### config.mk
export PLATFORM = sky130hd
export DESIGN_NAME = seg7_capture
export DESIGN_NICKNAME = d
export VERILOG_FILES = /design/src/rtl/seg7_capture.sv
export SDC_FILE = /design/constraint.sdc
export NUM_CORES = 1
export LEC_CHECK = 0
export BUFFER_PORTS_ARGS = -buffer_cell sky130_fd_sc_hd__buf_2
export CORE_ASPECT_RATIO = 0.5
export CORE_MARGIN = 5
export CORE_UTILIZATION = 44
export DETAILED_ROUTE_END_ITERATION = 10
export GPL_TIMING_DRIVEN = 0
export PLACE_DENSITY_LB_ADDON = 0.25
export SETUP_SLACK_MARGIN = 0.2
export SYNTH_ARGS = -nofsm -noshare
export SYNTH_HDL_FRONTEND = slang
export SYNTH_SLANG_ARGS = --single-unit
### constraint.sdc
create_clock -name clk -period 2.64 [get_ports clk]
set_input_delay 0.264 -clock clk [delete_from_list [all_inputs] [get_ports clk]]
set_output_delay 0.264 -clock clk [all_outputs]
set_load 0.005 [all_outputs]
### src/rtl/seg7_capture.sv
// seg7_capture: recovers a 4-digit frame from multiplexed 7-segment drive lines.
// The segment and digit-strobe inputs are synchronized, then debounced by a stability counter.
// Each stable digit is decoded into a 4-bit code and stored in its slot.
// Once all four slots are filled, the collected codes are handed off as one frame
// using a valid/ready handshake.
module seg7_capture #(
    parameter int STABLE_CYCLES = 4
) (
    input  logic        clk,
    input  logic        rst,
    input  logic [6:0]  seg,
    input  logic [3:0]  dsel,
    output logic [15:0] frame,
    output logic        frame_valid,
    input  logic        frame_ready,
    output logic        frame_err,
    output logic        overrun
);

    localparam logic [7:0] STABLE = 8'(STABLE_CYCLES);

    logic [6:0]  seg_s1_q, seg_s1_d, seg_s2_q, seg_s2_d;
    logic [3:0]  dsel_s1_q, dsel_s1_d, dsel_s2_q, dsel_s2_d;
    logic [10:0] prev_q, prev_d;
    logic [7:0]  cnt_q, cnt_d;
    logic        captured_q, captured_d;
    logic [15:0] slot_q, slot_d;
    logic [3:0]  err_q, err_d;
    logic [3:0]  mask_q, mask_d;
    logic [15:0] frame_q, frame_d;
    logic        frame_err_q, frame_err_d;
    logic        frame_valid_q, frame_valid_d;
    logic        overrun_q, overrun_d;

    logic [10:0] cur;
    logic        onehot;
    logic        changed;
    logic        capture;
    logic        complete;
    logic [3:0]  code;
    logic        bad;

    // Synchronizers, stability counter and the one-shot capture flag
    always_comb begin
        seg_s1_d  = seg;
        seg_s2_d  = seg_s1_q;
        dsel_s1_d = dsel;
        dsel_s2_d = dsel_s1_q;
        cur       = {dsel_s2_q, seg_s2_q};
        prev_d    = cur;
        onehot    = (dsel_s2_q != 4'd0) && ((dsel_s2_q & (dsel_s2_q - 4'd1)) == 4'd0);
        changed   = (cur != prev_q);
        if (!onehot)
            cnt_d = 8'd0;
        else if (changed)
            cnt_d = 8'd1;
        else if (cnt_q < STABLE)
            cnt_d = cnt_q + 8'd1;
        else
            cnt_d = cnt_q;
        // cnt_q == STABLE implies prev_q holds the stable, one-hot value just counted
        capture    = (cnt_q == STABLE) && !captured_q;
        captured_d = (!onehot || changed) ? 1'b0 : (captured_q | capture);
    end

    // Segment pattern decode of the value being captured (held in prev_q)
    always_comb begin
        bad = 1'b0;
        unique case (prev_q[6:0])
            7'b1111110: code = 4'h0;
            7'b0110000: code = 4'h1;
            7'b1101101: code = 4'h2;
            7'b1111001: code = 4'h3;
            7'b0110011: code = 4'h4;
            7'b1011011: code = 4'h5;
            7'b1011111: code = 4'h6;
            7'b1110000: code = 4'h7;
            7'b1111111: code = 4'h8;
            7'b1111011: code = 4'h9;
            7'b0000001: code = 4'hA;
            7'b0001110: code = 4'hB;
            7'b1001110: code = 4'hC;
            7'b1000110: code = 4'hD;
            7'b1001111: code = 4'hE;
            7'b0000000: code = 4'hF;
            default: begin
                code = 4'hF;
                bad  = 1'b1;
            end
        endcase
    end

    // Slot store and frame handoff; a capture on the completion edge starts the next frame
    always_comb begin
        complete      = (mask_q == 4'hF);
        slot_d        = slot_q;
        err_d         = complete ? 4'd0 : err_q;
        mask_d        = complete ? 4'd0 : mask_q;
        frame_d       = frame_q;
        frame_err_d   = frame_err_q;
        frame_valid_d = frame_valid_q;
        overrun_d     = overrun_q;
        if (capture) begin
            for (int i = 0; i < 4; i++) begin
                if (prev_q[7+i]) begin
                    slot_d[i*4 +: 4] = code;
                    err_d[i]         = bad;
                    mask_d[i]        = 1'b1;
                end
            end
        end
        if (complete) begin
            frame_d       = slot_q;
            frame_err_d   = |err_q;
            frame_valid_d = 1'b1;
            // Replacing a frame the consumer has not taken is an overrun
            overrun_d     = overrun_q | (frame_valid_q & ~frame_ready);
        end else if (frame_valid_q && frame_ready) begin
            frame_valid_d = 1'b0;
        end
    end

    // State registers with synchronous reset
    always_ff @(posedge clk) begin
        if (rst) begin
            seg_s1_q      <= '0;
            seg_s2_q      <= '0;
            dsel_s1_q     <= '0;
            dsel_s2_q     <= '0;
            prev_q        <= '0;
            cnt_q         <= '0;
            captured_q    <= 1'b0;
            slot_q        <= '0;
            err_q         <= '0;
            mask_q        <= '0;
            frame_q       <= '0;
            frame_err_q   <= 1'b0;
            frame_valid_q <= 1'b0;
            overrun_q     <= 1'b0;
        end else begin
            seg_s1_q      <= seg_s1_d;
            seg_s2_q      <= seg_s2_d;
            dsel_s1_q     <= dsel_s1_d;
            dsel_s2_q     <= dsel_s2_d;
            prev_q        <= prev_d;
            cnt_q         <= cnt_d;
            captured_q    <= captured_d;
            slot_q        <= slot_d;
            err_q         <= err_d;
            mask_q        <= mask_d;
            frame_q       <= frame_d;
            frame_err_q   <= frame_err_d;
            frame_valid_q <= frame_valid_d;
            overrun_q     <= overrun_d;
        end
    end

    assign frame       = frame_q;
    assign frame_err   = frame_err_q;
    assign frame_valid = frame_valid_q;
    assign overrun     = overrun_q;

endmodule

### After elaboration in Yosys (flattened, before gate mapping)

Cells that the tools add are included.

| operators by class | value |
|---|---|
| muxes and demuxes | 18 |
| add/sub/neg operators | 2 |
| bitwise operators | 6 |
| eq/ne operators | 18 |
| $lt $le $gt $ge | 1 |
| reductions and logical operators | 20 |

Operator list:

| operator | number |
|---|---|
| 7-bit equality test, second input constant | 11 |
| 4-bit one-hot mux with 15 select lines | 1 |
| 4-bit 2-to-1 mux | 4 |
| 16-bit OR reduction | 1 |
| 7-bit by 6-bit equality test with 1-bit output, second input constant | 2 |
| 1-bit 2-to-1 mux | 13 |
| 11-bit != test | 1 |
| 8-bit by 1-bit adder with 8-bit output, second input constant | 1 |
| 8-bit by 3-bit equality test with 1-bit output, second input constant | 1 |
| 8-bit by 3-bit less-than comparator with 1-bit output, second input constant | 1 |
| 2-bit AND reduction | 4 |
| 7-bit by 1-bit equality test with 1-bit output, second input constant | 1 |
| 7-bit by 4-bit equality test with 1-bit output, second input constant | 1 |
| 7-bit logical NOT | 1 |
| 4-bit bitwise AND | 1 |
| 4-bit equality test, second input constant | 1 |
| 4-bit logical NOT | 1 |
| 2-bit nonzero test | 2 |
| 4-bit nonzero test | 1 |
| 2-bit OR reduction | 2 |
| 4-bit OR reduction | 1 |
| 4-bit by 1-bit subtractor with 4-bit output, second input constant | 1 |
| 1-bit logical AND | 3 |
| 3-bit OR reduction | 1 |
| other kinds (5) | 8 |

| word-level totals | value |
|---|---|
| register bits after elaboration | 85 |
| input bits | 14 |
| output and inout bits | 19 |
| word-level logic and storage cells | 83 |

### Longest topological paths before layout

| logic depth | value |
|---|---|
| word-level depth | 7 |
| depth in mapped cells | 7 |
| gate-level depth less buffers | 7 |

### Least setup slack after synthesis

Ideal clock, no wire load.

| timing path | value |
|---|---|
| path type | reg-to-reg |
| start | register cnt_q[3] |
| end | register err_q[1] |
| data arrival time | 1779 ps |
| period minus slack after synthesis | 1895 ps |
| stages on the path, launching flop included | 6 |
| setup time | 116 ps |
| path buffers | 0 |
| setup slack | 745 ps |
| data required time | 2524 ps |
| cells stage by stage | dfxtp_1 > or4_4 > nor4_4 > nand2_1 > and3_2 > a31o_2 |

| on the way | value |
|---|---|
| longest elaborated chain between the ends | 3 |

RTL lines:

| what | RTL line | text |
|---|---|---|
| start: declaration | 25 | `logic [7:0] cnt_q, cnt_d;` |
| start signal: assignment | 146 | `cnt_q <= cnt_d;` |
| 8-bit by 3-bit equality test with 1-bit output | 62 | `capture = (cnt_q == STABLE) && !captured_q;` |
| 1-bit logical AND | 62 |  |
| 4-bit 2-to-1 mux | 103 | `if (capture) begin` |
| end signal: assignment | 149 | `err_q <= err_d;` |
| end: declaration | 28 | `logic [3:0] err_q, err_d;` |

Every way passes these cells.
A chain may end at the register's enable or synchronous reset.

### Final worst setup path

| timing path | value |
|---|---|
| start | register prev_q[3] |
| end | register slot_q[8] |

| on the way | value |
|---|---|
| longest elaborated chain between the ends | 2 |
| elaborated cells between the ends (all ways) | 16 |
| classes of those cells | 15 x eq/ne; 1 x mux |

RTL lines:

| what | RTL line | text |
|---|---|---|
| start: declaration | 24 | `logic [10:0] prev_q, prev_d;` |
| start signal: assignment | 145 | `prev_q <= prev_d;` |
| 7-bit equality test (tied with other cells) | 69 | `unique case (prev_q[6:0])` |
| 4-bit one-hot mux with 15 select lines (*) | 69 |  |
| end signal: assignment | 148 | `slot_q <= slot_d;` |
| end: declaration | 27 | `logic [15:0] slot_q, slot_d;` |

Mark *: on every way between the ends. The rest lies on a longest branch, timed or not.

==> impl_metrics.ini <==
[run_status]
status = complete, no violations

[clocking]
cts_max_level = 3
clockBufferDepth = 2
cts_tree = yes
cts.sinks = 85
cts_hold_buf = 0
cts_root_buf = clkbuf_16
insertion_delay_ps = 340
cts_resized = 0
cts_buffers = 9
post_cts_buffers = 0
path_clk_slew_ps = 60

[layout]
insertedDiodeCount = 0
nets = 410
final_util_pct = 53.2
final_design_area_no_fill_um2 = 3900
fillers = 660
drive_gt1_share_pct = 18.3
area_growth_pct = 18.0

[setup_path]
critPathSlowestCell = nor3_1
cp.required_ps = 2910
cp_max_fo = 10
arrival_ps = 2380
crit_chain = clkbuf_1 > nor4b_1 > a31oi_1 > nor3_1 > o41a_1
worst_setup_path_start_kind = flop
cp_slowest_stage_delay_ps = 810
crit_type = reg2reg
endpoint_kind = flop

[logic_synthesis]
syn-cell-area_um2 = 3300
synth_cell_types = 54
ys_ff_latch = 85
syn_inst = 351
synth_top_area_share_pct = 51.5
synthTopCellsByCount = dfxtp_1, nand2_1, a21oi_1, nor2b_1, nor2_1
async_flop_share_pct = 0
synth_area_leaders = dfxtp_1, nor2b_1, a21oi_1
ys_seq_area_share_pct = 51.5
synth-edff-count = 0
synth_top_area_cell = dfxtp_1
yosys_warnings = 0
syn_nets = 367
synthFlopType = dfxtp_1
syn_area_per_cell_um2 = 9.41
synth_most_common_cell = dfxtp_1

[die]
ios = 33
die_area_um2 = 9440
die_h_um = 71.3
core_area_um2 = 7320
die_x_um = 133
rows = 22
start_util_pct = 45.1

[detailed_routing]
drc = 0
wl_per_cell_um = 13.3
ant_nets = 0
vias = 2463
via_per_inst = 4.98
drt_iter0_drc = 141
wirelength_um = 6610
dr.pass1.iters = 4

[hold_path]
hold_path.class = in2reg

[timing]
worstMarginPinSlew_ps = 981
rsz0062_at_grt = no
period_minus_slack_ps = 2110
fin_hold_ws_ps = 134
finalSetupViolCount = 0
hold_viol_final = 0
finalSetupTns_ps = 0
max_clock_freq_mhz = 475
drv_slew = 0
timing.final.crit_share_pct = 79.7
slew_headroom_pct = 34.1
clock_skew_ps = 6.76

[pwr]
p_leak_nw = 1.48
power_density_nw_per_um2 = 699
p_total_w = 0.00272
irDropWorstVdd_mv = 0.355

[global_routing]
met2_usage_pct = 22.5
grt_overflow = 0
antenna_found_initial = 0
busiest_layer = met2
grt_pass1_vias = 2344
grt_usage_pct = 14.8
use_met3_pct = 6.03
grtUsageMet1_pct = 18.9
grt_pass1_wl_um = 11200
grt_start_max_net_pins = 15

[place]
hpwl_um = 4910
gp_congestion = 0.850
numPortBuffers = 32
placed_area_um2 = 3580

[flow_run]
cap_viol_max_count = 0
## cells in the final DEF (no fill, tap or decap), drive strengths merged, types with 2 or more instances in the layout
| master | netlist | layout |
|---|---|---|
| o21ai | 3 | 3 |
| nand3 | 3 | 3 |
| and4 | 2 | 2 |
| and3 | 9 | 9 |
| a211oi | 9 | 9 |
| nor2b | 34 | 34 |
| clkinv | 0 | 4 |
| buf | 8 | 40 |
| clkbuf | 12 | 21 |
| nand4 | 7 | 7 |
| a21oi | 35 | 35 |
| or3 | 2 | 2 |
| or4b | 2 | 2 |
| or4 | 2 | 2 |
| bufinv | 0 | 2 |
| ha | 2 | 2 |
| o41a | 8 | 8 |
| nor4 | 3 | 3 |
| nor2 | 20 | 20 |
| xnor2 | 13 | 13 |
| dfxtp | 85 | 85 |
| mux2i | 2 | 2 |
| nand2 | 44 | 44 |
| and2 | 6 | 6 |
| nor4b | 2 | 2 |
| inv | 12 | 13 |
| nor3 | 5 | 5 |
| a31o | 4 | 4 |
## registers in the layout (all words and copies together), names as in the netlist, 7 cells and up
| signal | cells |
|---|---|
| slot_q | 16 |
| frame | 16 |
| prev_q | 11 |
| cnt_q | 8 |
| seg_s2_q | 7 |
| seg_s1_q | 7 |
## metrics by stage
stage                     instances  setup WS, ps
after detailed placement        479           556
after CTS                       495           546
after global routing            495           353
after floorplan                 351           745
final                           495           535
after global placement          479           589
## path summary, 6_finish.rpt
path               start            to  depth (start not counted)  slack, ps
max reg2reg    prev_q[3]     slot_q[8]                          5        530
max            prev_q[3]     slot_q[8]                          5        530
min              dsel[3]  dsel_s1_q[3]                          2        130
min reg2reg  seg_s1_q[6]   seg_s2_q[6]                          1        440
## power breakdown
| group | internal (W) | leakage (nW) | total [W] | switching, W |
|---|---|---|---|---|
| sequential | 0.00130 | 0.690 | 0.00132 | 0.0000134 |
| combinational | 0.0000447 | 0.634 | 0.0000988 | 0.0000541 |
| clock | 0.000824 | 0.159 | 0.00131 | 0.000482 |
| total | 0.00217 | 1.48 | 0.00272 | 0.000549 |
## layout make-up
type / instances / area [um2] / share of cell area (%)
Tap cell: 96 / 120 / 3.08
Multi-Input combinational cell: 234 / 1450 / 37.1
Clock inverter: 7 / 88.8 / 2.28
Inverter: 12 / 45.0 / 1.16
Sequential cell: 85 / 1700 / 43.7
Clock buffer: 9 / 225 / 5.78
Buffer: 20 / 109 / 2.79
Timing Repair Buffer: 32 / 160 / 4.11
## metal layers
| layer | part of all wire (%) | vias to the layer above | routed length (um) |
|---|---|---|---|
| li1 | - | 1293 | - |
| met4 | 1.0 | 0 | 66 |
| met3 | 4.5 | 5 | 296 |
| met5 | 0 | - | 0 |
| met1 | 50 | 1123 | 3330 |
| met2 | 44 | 42 | 2910 |
## worst max-delay path, delay by kind of cell, from the launching register on
family          cells  cell delay [ps]
buf+inv             1              240
compound gates      2              330
flops               1              350
simple gates        2             1130
## cells by family after synthesis
group	after synthesis	share of synthesized area (%)
AND/OR/NAND/NOR	145	24.2
AO/OA/AOI/OAI	71	14.5
buffers and inverters	32	4.66
flip-flops	85	51.5
adder cells (fa/ha/maj)	2	0.758
multiplexers	2	0.606
XOR/XNOR	14	3.71
Power figures use the tool's default switching activity.
